`src/rtl/gpio_pkg.sv`:
```
`default_nettype none
// ============================================================================
// Module      : gpio_pkg
// Description : Shared constants and helpers for the GPIO pad-side stage.
//               Holds the default pin count, the interrupt edge selector
//               encodings, the tristate / mask bit polarities and the edge
//               qualification helper.
// Revision    : 1.0 - initial release
// ============================================================================
package gpio_pkg;

    localparam int GPIO_WIDTH = 16;

    // Interrupt edge selector encodings
    localparam int IRQ_EDGE_RISE = 0;
    localparam int IRQ_EDGE_FALL = 1;
    localparam int IRQ_EDGE_BOTH = 2;

    // Tristate bit value that makes a pin an input (pad not driven)
    localparam logic TRISTATE_INPUT = 1'b1;
    // Interrupt mask bit value that enables a pin's interrupt
    localparam logic MASK_ENABLE    = 1'b1;

    // An accepted level change is a rise when the new level is 1 and a
    // fall when it is 0; report whether that edge type raises an interrupt.
    function automatic logic edge_qualifies(input int irq_edge, input logic new_level);
        logic q;
        q = 1'b0;
        case (irq_edge)
            IRQ_EDGE_RISE: q = new_level;
            IRQ_EDGE_FALL: q = ~new_level;
            default:       q = 1'b1;
        endcase
        return q;
    endfunction

endpackage : gpio_pkg
`default_nettype wire

```
`src/rtl/gpio_pin_filter.sv`:
```
`default_nettype none
// ============================================================================
// Module      : gpio_pin_filter
// Description : One pin of the GPIO input path: SYNC_STAGES-deep
//               synchronizer, stability counter and filtered level flop.
//               upd_o pulses in the cycle whose rising edge loads a new
//               filtered level; level_o is the synchronized level that is
//               being loaded at that edge.
// Ports       : clk, reset     - clock, synchronous active-high reset
//               pin_i          - asynchronous pad input
//               pinstate_o     - filtered, synchronized level
//               upd_o          - pinstate_o changes at the next rising edge
//               level_o        - synchronized (last stage) level
// Revision    : 1.0 - initial release
// ============================================================================
module gpio_pin_filter #(
    parameter int SYNC_STAGES = 2,
    parameter int FILTER_LEN  = 4
) (
    input  logic clk,
    input  logic reset,
    input  logic pin_i,
    output logic pinstate_o,
    output logic upd_o,
    output logic level_o
);

    localparam int                 CNT_W   = $clog2(FILTER_LEN) + 1;
    localparam logic [CNT_W-1:0]   CNT_MAX = CNT_W'(FILTER_LEN - 1);

    logic [SYNC_STAGES-1:0] sync_q;
    logic [SYNC_STAGES-1:0] sync_d;
    logic [CNT_W-1:0]       cnt_q;
    logic [CNT_W-1:0]       cnt_d;
    logic                   pinstate_q;
    logic                   pinstate_d;
    logic                   w_s;
    logic                   w_upd;

    assign w_s = sync_q[SYNC_STAGES-1];

    always_comb begin
        sync_d     = {sync_q[SYNC_STAGES-2:0], pin_i};
        cnt_d      = cnt_q;
        pinstate_d = pinstate_q;
        w_upd      = 1'b0;
        if (w_s == pinstate_q) begin
            // Any return to the accepted level restarts the stability count,
            // so a glitch shorter than FILTER_LEN cycles is never accepted.
            cnt_d = '0;
        end else if (cnt_q == CNT_MAX) begin
            pinstate_d = w_s;
            cnt_d      = '0;
            w_upd      = 1'b1;
        end else begin
            cnt_d = cnt_q + 1'b1;
        end
    end

    always_ff @(posedge clk) begin
        if (reset) begin
            sync_q     <= '0;
            cnt_q      <= '0;
            pinstate_q <= 1'b0;
        end else begin
            sync_q     <= sync_d;
            cnt_q      <= cnt_d;
            pinstate_q <= pinstate_d;
        end
    end

    assign pinstate_o = pinstate_q;
    assign upd_o      = w_upd;
    assign level_o    = w_s;

endmodule : gpio_pin_filter
`default_nettype wire

```
`src/rtl/gpio_pin_ctrl.sv`:
```
`default_nettype none
// ============================================================================
// Module      : gpio_pin_ctrl
// Description : Pad-side GPIO stage. Registers the data and output enable
//               toward the pad, filters the pad inputs into
//               ro_gpio_pinstate, latches qualifying edges into sticky
//               per-pin status bits and drives a combined interrupt line.
// Ports       : clk, reset              - clock, synchronous active-high reset
//               rf_gpio_datareg         - output data from the register file
//               rf_gpio_tristate        - 1 = pin is an input (high-Z)
//               rf_gpio_interrupt_mask  - 1 = pin interrupt enabled
//               irq_clear               - write-1-to-clear status pulse
//               gpio_pin_in             - asynchronous pad inputs
//               gpio_pin_out            - pad output data
//               gpio_pin_oe             - pad output enable, 1 = drive
//               ro_gpio_pinstate        - filtered pin levels
//               irq_status              - sticky pending interrupts
//               gpio_irq                - combined interrupt request
// Revision    : 1.0 - initial release
// ============================================================================
module gpio_pin_ctrl
    import gpio_pkg::*;
#(
    parameter int WIDTH       = GPIO_WIDTH,
    parameter int SYNC_STAGES = 2,
    parameter int FILTER_LEN  = 4,
    parameter int IRQ_EDGE    = IRQ_EDGE_BOTH
) (
    input  logic             clk,
    input  logic             reset,
    input  logic [WIDTH-1:0] rf_gpio_datareg,
    input  logic [WIDTH-1:0] rf_gpio_tristate,
    input  logic [WIDTH-1:0] rf_gpio_interrupt_mask,
    input  logic [WIDTH-1:0] irq_clear,
    input  logic [WIDTH-1:0] gpio_pin_in,
    output logic [WIDTH-1:0] gpio_pin_out,
    output logic [WIDTH-1:0] gpio_pin_oe,
    output logic [WIDTH-1:0] ro_gpio_pinstate,
    output logic [WIDTH-1:0] irq_status,
    output logic             gpio_irq
);

    logic [WIDTH-1:0] out_q;
    logic [WIDTH-1:0] oe_q;
    logic [WIDTH-1:0] oe_d;
    logic [WIDTH-1:0] status_q;
    logic [WIDTH-1:0] status_d;
    logic [WIDTH-1:0] w_mask_en;
    logic [WIDTH-1:0] w_upd;
    logic [WIDTH-1:0] w_level;
    logic [WIDTH-1:0] w_set;

    // ------------------------------------------------------------------
    // Output path: one register stage from the register file to the pad
    // ------------------------------------------------------------------
    assign oe_d      = rf_gpio_tristate ^ {WIDTH{TRISTATE_INPUT}};
    assign w_mask_en = ~(rf_gpio_interrupt_mask ^ {WIDTH{MASK_ENABLE}});

    // ------------------------------------------------------------------
    // Input path: every pin is filtered, driven pins included, so the pad
    // loopback shows up in the pin state.
    // ------------------------------------------------------------------
    for (genvar i = 0; i < WIDTH; i++) begin : g_pin
        gpio_pin_filter #(
            .SYNC_STAGES (SYNC_STAGES),
            .FILTER_LEN  (FILTER_LEN)
        ) u_filter (
            .clk        (clk),
            .reset      (reset),
            .pin_i      (gpio_pin_in[i]),
            .pinstate_o (ro_gpio_pinstate[i]),
            .upd_o      (w_upd[i]),
            .level_o    (w_level[i])
        );
    end

    // ------------------------------------------------------------------
    // Sticky status. Masked edges are dropped rather than remembered, and
    // a set coinciding with a clear wins so no event is lost.
    // ------------------------------------------------------------------
    always_comb begin
        w_set = '0;
        for (int i = 0; i < WIDTH; i++) begin
            w_set[i] = w_upd[i] & w_mask_en[i] & edge_qualifies(IRQ_EDGE, w_level[i]);
        end
        status_d = (status_q & ~irq_clear) | w_set;
    end

    always_ff @(posedge clk) begin
        if (reset) begin
            out_q    <= '0;
            oe_q     <= '0;
            status_q <= '0;
        end else begin
            out_q    <= rf_gpio_datareg;
            oe_q     <= oe_d;
            status_q <= status_d;
        end
    end

    assign gpio_pin_out = out_q;
    assign gpio_pin_oe  = oe_q;
    assign irq_status   = status_q;
    // The mask gates only the request line; pending status is preserved.
    assign gpio_irq     = |(status_q & w_mask_en);

endmodule : gpio_pin_ctrl
`default_nettype wire
```
`config.mk`:
```
export PLATFORM = sky130hd
export DESIGN_NAME = gpio_pin_ctrl
export DESIGN_NICKNAME = d
export VERILOG_FILES = /design/src/rtl/gpio_pkg.sv /design/src/rtl/gpio_pin_filter.sv /design/src/rtl/gpio_pin_ctrl.sv
export SDC_FILE = /design/constraint.sdc
export NUM_CORES = 1
export LEC_CHECK = 0
export ABC_CLOCK_PERIOD_IN_PS = 3200
export CAP_MARGIN = 20
export CELL_PAD_IN_SITES_DETAIL_PLACEMENT = 0
export CELL_PAD_IN_SITES_GLOBAL_PLACEMENT = 2
export CORE_ASPECT_RATIO = 0.75
export CORE_MARGIN = 4
export CORE_UTILIZATION = 31
export DETAILED_ROUTE_END_ITERATION = 12
export GPL_ROUTABILITY_DRIVEN = 0
export PLACE_DENSITY_LB_ADDON = 0.1
export SETUP_SLACK_MARGIN = 0.2
export SLEW_MARGIN = 20
export SYNTH_ARGS = -nofsm -noshare
export SYNTH_HDL_FRONTEND = slang
export SYNTH_SLANG_ARGS = --single-unit
```
`constraint.sdc`:
```
create_clock -name clk -period 3.2 [get_ports clk]
set_input_delay 0.48 -clock clk [delete_from_list [all_inputs] [get_ports clk]]
set_output_delay 0.48 -clock clk [all_outputs]
set_load 0.1 [all_outputs]
```
==> results of run 1 <==
==> Yosys cell counts <==
library cell	number	share of area
dfxtp_1	144	0.58
nor2_1	77	0.058
nor2b_1	48	0.060
ha_1	32	0.080
inv_1	32	0.024
a21oi_1	16	0.016
buf_4	16	0.024
mux2i_1	16	0.032
nand2b_1	16	0.020
nand3b_1	16	0.024
xnor2_1	16	0.028
or3_1	15	0.019
buf_2	10	0.010
a221oi_1	4	0.0070
a22o_1	4	0.0070
nor2_2	3	0.0038
buf_6	2	0.0045
nand4_1	1	0.0013
or3_4	1	0.0023
==> placed cells by master (no fill, tap or decap), types with 15 or more instances in the layout <==
cell / n
dfxtp_1: 144
xnor2_1: 16
or3_1: 15
ha_1: 32
buf_4: 33
nand3b_1: 16
inv_1: 32
clkbuf_16: 17
nor2_1: 77
nand2b_1: 16
nor2b_1: 48
clkdlybuf4s50_1: 115
a21oi_1: 16
mux2i_1: 16
==> through the flow <==
| step | utilization | setup WS (ns) |
|---|---|---|
| floorplan | - | 0.609 |
| global placement | 0.418 | 0.782 |
| detailed placement | 0.418 | 0.751 |
| CTS | 0.457 | 0.754 |
| global route | 0.457 | 0.659 |
| finish | 0.457 | 0.768 |
==> layer usage <==
metal	wire, um	track usage	share of wire
met5	0	0	0
met3	898	0.0577	0.092
met2	4130	0.166	0.42
met1	4510	0.130	0.46
met4	187	0.0579	0.019
==> path summary, 6_finish.rpt <==
path                                                from                                endpoint  slack [ns]  cells after the start
setup / recovery               rf_gpio_interrupt_mask[8]                                gpio_irq        0.77                      6
hold reg to reg    g_pin[7].u_filter.cnt_q[0]$_SDFF_PP0_   g_pin[7].u_filter.cnt_q[0]$_SDFF_PP0_        0.42                      1
hold / removal     g_pin[7].u_filter.cnt_q[0]$_SDFF_PP0_   g_pin[7].u_filter.cnt_q[0]$_SDFF_PP0_        0.42                      1
setup reg to reg  g_pin[14].u_filter.cnt_q[0]$_SDFF_PP0_  g_pin[14].u_filter.cnt_q[1]$_SDFF_PP0_        1.87                      4
==> critical path, delay by kind of cell <==
kind,cells,cell delay (ns)
buffers and inverters,3,0.85
AO/OA/AOI/OAI,2,0.47
AND/OR/NAND/NOR,1,0.15
==> sequential cells by signal (all words and copies together), names as in the netlist <==
register and count:
g_pin.u_filter.cnt_q 48, g_pin.u_filter.pinstate_o 16, g_pin.u_filter.sync_q 32, gpio_pin_oe 16, gpio_pin_out 16, irq_status 16
==> area by class of cell <==
cell class,count,area share
Multi-Input combinational cell,265,0.252
Tap cell,205,0.0361
Timing Repair Buffer,150,0.203
Sequential cell,144,0.406
Clock inverter,10,0.0189
Inverter,32,0.0169
Clock buffer,22,0.0668
==> cell families after synthesis <==
group | after synthesis | synth area share
xor gates and xnor gates | 16 | 0.0281
DFF | 144 | 0.578
and+or+nand+nor | 177 | 0.188
adders and majority gates | 32 | 0.0803
AOI/OAI and AO/OA | 24 | 0.0301
buffers and inverters | 60 | 0.0627
muxes | 16 | 0.0321
==> power breakdown <==
| part | total [mW] | leakage [nW] | internal (mW) | switching (mW) |
|---|---|---|---|---|
| clock network | 2.01 | 0.296 | 1.28 | 0.724 |
| registers | 1.86 | 1.18 | 1.84 | 0.0154 |
| logic | 0.376 | 1.30 | 0.154 | 0.221 |
| total | 4.24 | 2.77 | 3.28 | 0.960 |
==> results.toml, run 1 <==
[sta]
fmax_mhz = 411
finalHoldViolCount = 0
period_needed_ns = 2.43
setup_viol = 0
rsz0062_at_grt = "false"
finalSetupTns_ns = 0
max_slew_margin = 0.335
slew_viol_final = 0
whs_ns = 0.416
period_share = 0.760
finClkSkew_ns = 0.00918
worst_pin_slew_ns = 0.994

[pwr]
power_density_nw_per_um2 = 597
peakVddDrop_mv = 0.360
power.total_mw = 4.24
leakage_nw = 2.77

[layout]
nFillCells = 1491
syn_to_final_growth_pct = 42.3
stdcell_count = 828
drive_gt1_frac = 0.111
multi_input_area_um2 = 1790
nNetsFinal = 724
regArea_um2 = 2880
antennaDiodeCount = 0
finish.instance_area_um2 = 7100

[clocking]
root_buffer = "clkbuf_16"
clock_latency_ns = 0.41
htreeDepth = 4
cts_post_setup_buffers_inserted = 0
cts_tree = "built"
cts.sinks = 144
cts_buffers = 17
ctsResizeCount = 0
clockBufferDepth = 2
holdBufCountCts = 0
clk_pin_slew_ns = 0.06

[critical_path]
crit_arrival_ns = 1.95
critPathKind = "in2out"
cp-start-kind = "input pin"
crit_path_end_kind = "output pin"
worstPathRequired_ns = 2.72
crit_chain = "clkdlybuf4s50_1 -> a22o_1 -> a221oi_1 -> buf_4 -> nand4_1 -> buf_12"
max_stage_delay_ns = 0.44
cp_slowest_cell = "clkdlybuf4s50_1"
worst-path-max-fanout = 2

[synth]
yosysWarnings = 0
syn-cell-area_um2 = 4990
synth-seq-cells = 144
ys_types = 19
ys_seq_area_frac = 0.578
syn_inst = 469
syn_area_per_cell_um2 = 10.6
syn_nets = 583

[floorplanning]
core-area_um2 = 15500
start_util = 0.321
die_w_um = 154
fp.dieH_um = 118
io-pin-count = 147
die_area_um2 = 18200
rows = 39

[hold_path]
min_path_type = "reg2reg"

[job]
drv_cap = 0

[placement]
portBuffers = 146
dpl.cell_count = 796
hpwl_mm = 7.11
placed_cell_area_um2 = 6490

[route]
vias = 3361
dr.first_iter.drc_count = 80
drt-total-wl_mm = 9.72
avgViaCountPerCell = 4.06
avgRoutedWirePerCell_um = 11.7
drc = 0
postRouteAntennaNets = 0
firstDrtPassIters = 4

[global_routing]
grt_usage = 0.111
grt_pass1_wl_mm = 16.1
grt_pass1_vias = 3412
grt_overflow_total = 0
antenna_found_initial = 0
grt_start_max_net_pins = 52

[run_status]
status = "finished clean"
(Power assumes the default switching activity.)
==> run 2: changes to the inputs <==
--- a/config.mk
+++ b/config.mk
@@ -5,13 +5,13 @@
 export SDC_FILE = /design/constraint.sdc
 export NUM_CORES = 1
 export LEC_CHECK = 0
-export ABC_CLOCK_PERIOD_IN_PS = 3200
+export ABC_CLOCK_PERIOD_IN_PS = 2200
 export CAP_MARGIN = 20
 export CELL_PAD_IN_SITES_DETAIL_PLACEMENT = 0
 export CELL_PAD_IN_SITES_GLOBAL_PLACEMENT = 2
 export CORE_ASPECT_RATIO = 0.75
 export CORE_MARGIN = 4
-export CORE_UTILIZATION = 31
+export CORE_UTILIZATION = 26
 export DETAILED_ROUTE_END_ITERATION = 12
 export GPL_ROUTABILITY_DRIVEN = 0
 export PLACE_DENSITY_LB_ADDON = 0.1
==> constraint.sdc (replaced) <==
create_clock -name clk -period 2.2 [get_ports clk]
set_input_delay 0.33 -clock clk [delete_from_list [all_inputs] [get_ports clk]]
set_output_delay 0.33 -clock clk [all_outputs]
set_load 0.1 [all_outputs]
==> run 2 against run 1 <==
Effect of this change:
- final area rose by 1.5%
- clock skew up 0.0030 ns
- wire length increased by 10%
- sequential power up 45%
- final cell count is 5.2% higher
- die area grew 18%
- global-route usage down 0.76 points
- register-to-register slack lost 1.0 ns
==> results.toml, run 2 (synthesized netlist as in run 1, its figures left out) <==
[run_status]
status = "finished clean"

[sta]
slew_viol_final = 0
finClkSkew_ns = 0.0121
period_share = 0.916
max_slew_margin = 0.689
rsz0062_at_grt = "true"
finalHoldViolCount = 0
worst_pin_slew_ns = 0.467
fmax_mhz = 496
finalSetupTns_ns = 0
period_needed_ns = 2.02
setup_viol = 0

[critical_path]
rr_endpoint = "g_pin[5].u_filter.cnt_q[0]$_SDFF_PP0_"
reg2reg_depth = 4
cp-start-kind = "input pin"
critPathKind = "in2out"
worst-path-max-fanout = 2
r2r_start = "g_pin[5].u_filter.cnt_q[0]$_SDFF_PP0_"
crit_path_end_kind = "output pin"
crit_arrival_ns = 1.69
r2r_slack_ns = 0.85
worstPathRequired_ns = 1.87

[global_routing]
met2_usage = 0.160
grt_start_max_net_pins = 43
antenna_found_initial = 1
grt_overflow_total = 0
grt_util_met3 = 0.0438
top_usage_layer = "met2"
grt_usage = 0.104
grt_pass1_vias = 3490
grt_pass1_wl_mm = 17.5
grt_use_met1 = 0.127

[layout]
nNetsFinal = 725
top_regs = "g_pin.u_filter.cnt_q (48), g_pin.u_filter.sync_q (32)"
mostFrequentLayoutCell = "dfxtp_1"
syn_to_final_growth_pct = 44.4
drive_gt1_frac = 0.205
mostFrequentLayoutCells = "dfxtp_1 (128), clkdlybuf4s50_1 (78), nor2_1 (77)"
largest_register_ffs = 48
antennaDiodeCount = 0
largest_register = "g_pin.u_filter.cnt_q"

[pwr]
power.total_mw = 6.32
power_density_nw_per_um2 = 877
leakage_nw = 2.88
peakVddDrop_mv = 0.400

[route]
drt-total-wl_mm = 10.7
avgRoutedWirePerCell_um = 12.3
drc = 0
avgViaCountPerCell = 3.93
postRouteAntennaNets = 0
firstDrtPassIters = 4
vias = 3425
dr.first_iter.drc_count = 65

[placement]
hpwl_mm = 7.99
portBuffers = 146

[floorplanning]
rows = 43
io-pin-count = 147
start_util = 0.267
core-area_um2 = 18700
die_area_um2 = 21500
fp.dieH_um = 128
die_w_um = 168

[clocking]
clock_latency_ns = 0.41
cts_tree = "built"
holdBufCountCts = 0
cts.sinks = 144
htreeDepth = 4
cts_buffers = 17
clockBufferDepth = 2
root_buffer = "clkbuf_16"
clk_pin_slew_ns = 0.06

[hold_path]
hold_start = "rf_gpio_interrupt_mask[2]"
hold_end = "irq_status[2]$_SDFF_PP0_"
holdPathStages = 3
min_path_type = "in2reg"

[job]
drv_cap = 0
run 2: final cells by class:
cell class	instances	area, um2
fill	1827	11500
sequential	144	2920
multi-input combinational	265	1860
timing repair buffer	151	1360
clock buffer	20	457
tap	247	309
clock inverter	12	180
inverter	32	120
run 2: power breakdown:
| group | switching (mW) | total (mW) | leakage (nW) | internal (mW) |
|---|---|---|---|---|
| combinational | 0.328 | 0.543 | 1.39 | 0.215 |
| sequential | 0.0241 | 2.69 | 1.19 | 2.67 |
| clock | 1.12 | 3.08 | 0.303 | 1.96 |
run 2: worst max-delay path by stage:
stage,from,to,slack (ns),depth (start not counted)
6_report,rf_gpio_interrupt_mask[0],gpio_irq,0.18,5
5_1_grt,irq_status[5]$_SDFF_PP0_,gpio_irq,0.07,4
4_1_cts,irq_status[5]$_SDFF_PP0_,gpio_irq,0.13,4
3_5_place_dp,rf_gpio_interrupt_mask[5],gpio_irq,0.04,5
3_3_place_gp,rf_gpio_interrupt_mask[5],gpio_irq,0.05,5
2_1_floorplan,irq_status[8]$_SDFF_PP0_,gpio_irq,0.08,3
run 2: worst max-delay path: stages:
cell and delay, ns:
clkdlybuf4s50_1 0.44, a22o_1 0.22, a221oi_4 0.24, nand4_1 0.22, buf_12 0.23
run 2: through the flow:
| step | worst slack, ns | utilization | hold slack, ns | instances | cell area (um2) |
|---|---|---|---|---|---|
| after CTS | 0.126 | 0.385 | 0.313 | 871 | 7180 |
| after global routing | 0.0733 | 0.386 | 0.327 | 871 | 7200 |
| final | 0.184 | 0.386 | 0.339 | 871 | 7200 |
| after detailed placement | 0.0367 | 0.348 | 0.413 | 837 | 6500 |
| after floorplan | 0.0767 | - | 0.397 | 469 | 5040 |
| after global placement | 0.0529 | 0.348 | 0.406 | 837 | 6500 |
run 2: metal layers:
layer / vias up / routed length, um / share of wire
met5: - / 15 / 0.0014
met2: 69 / 4970 / 0.46
met3: 16 / 649 / 0.061
li1: 1771 / - / -
met1: 1567 / 4900 / 0.46
met4: 2 / 178 / 0.017
run 2: what timing repair did:
item	4_1_cts	5_1_grt
resized for setup	6	2
pin swaps	3	2
setup endpoints to repair	1	1
setup buffers	2	0
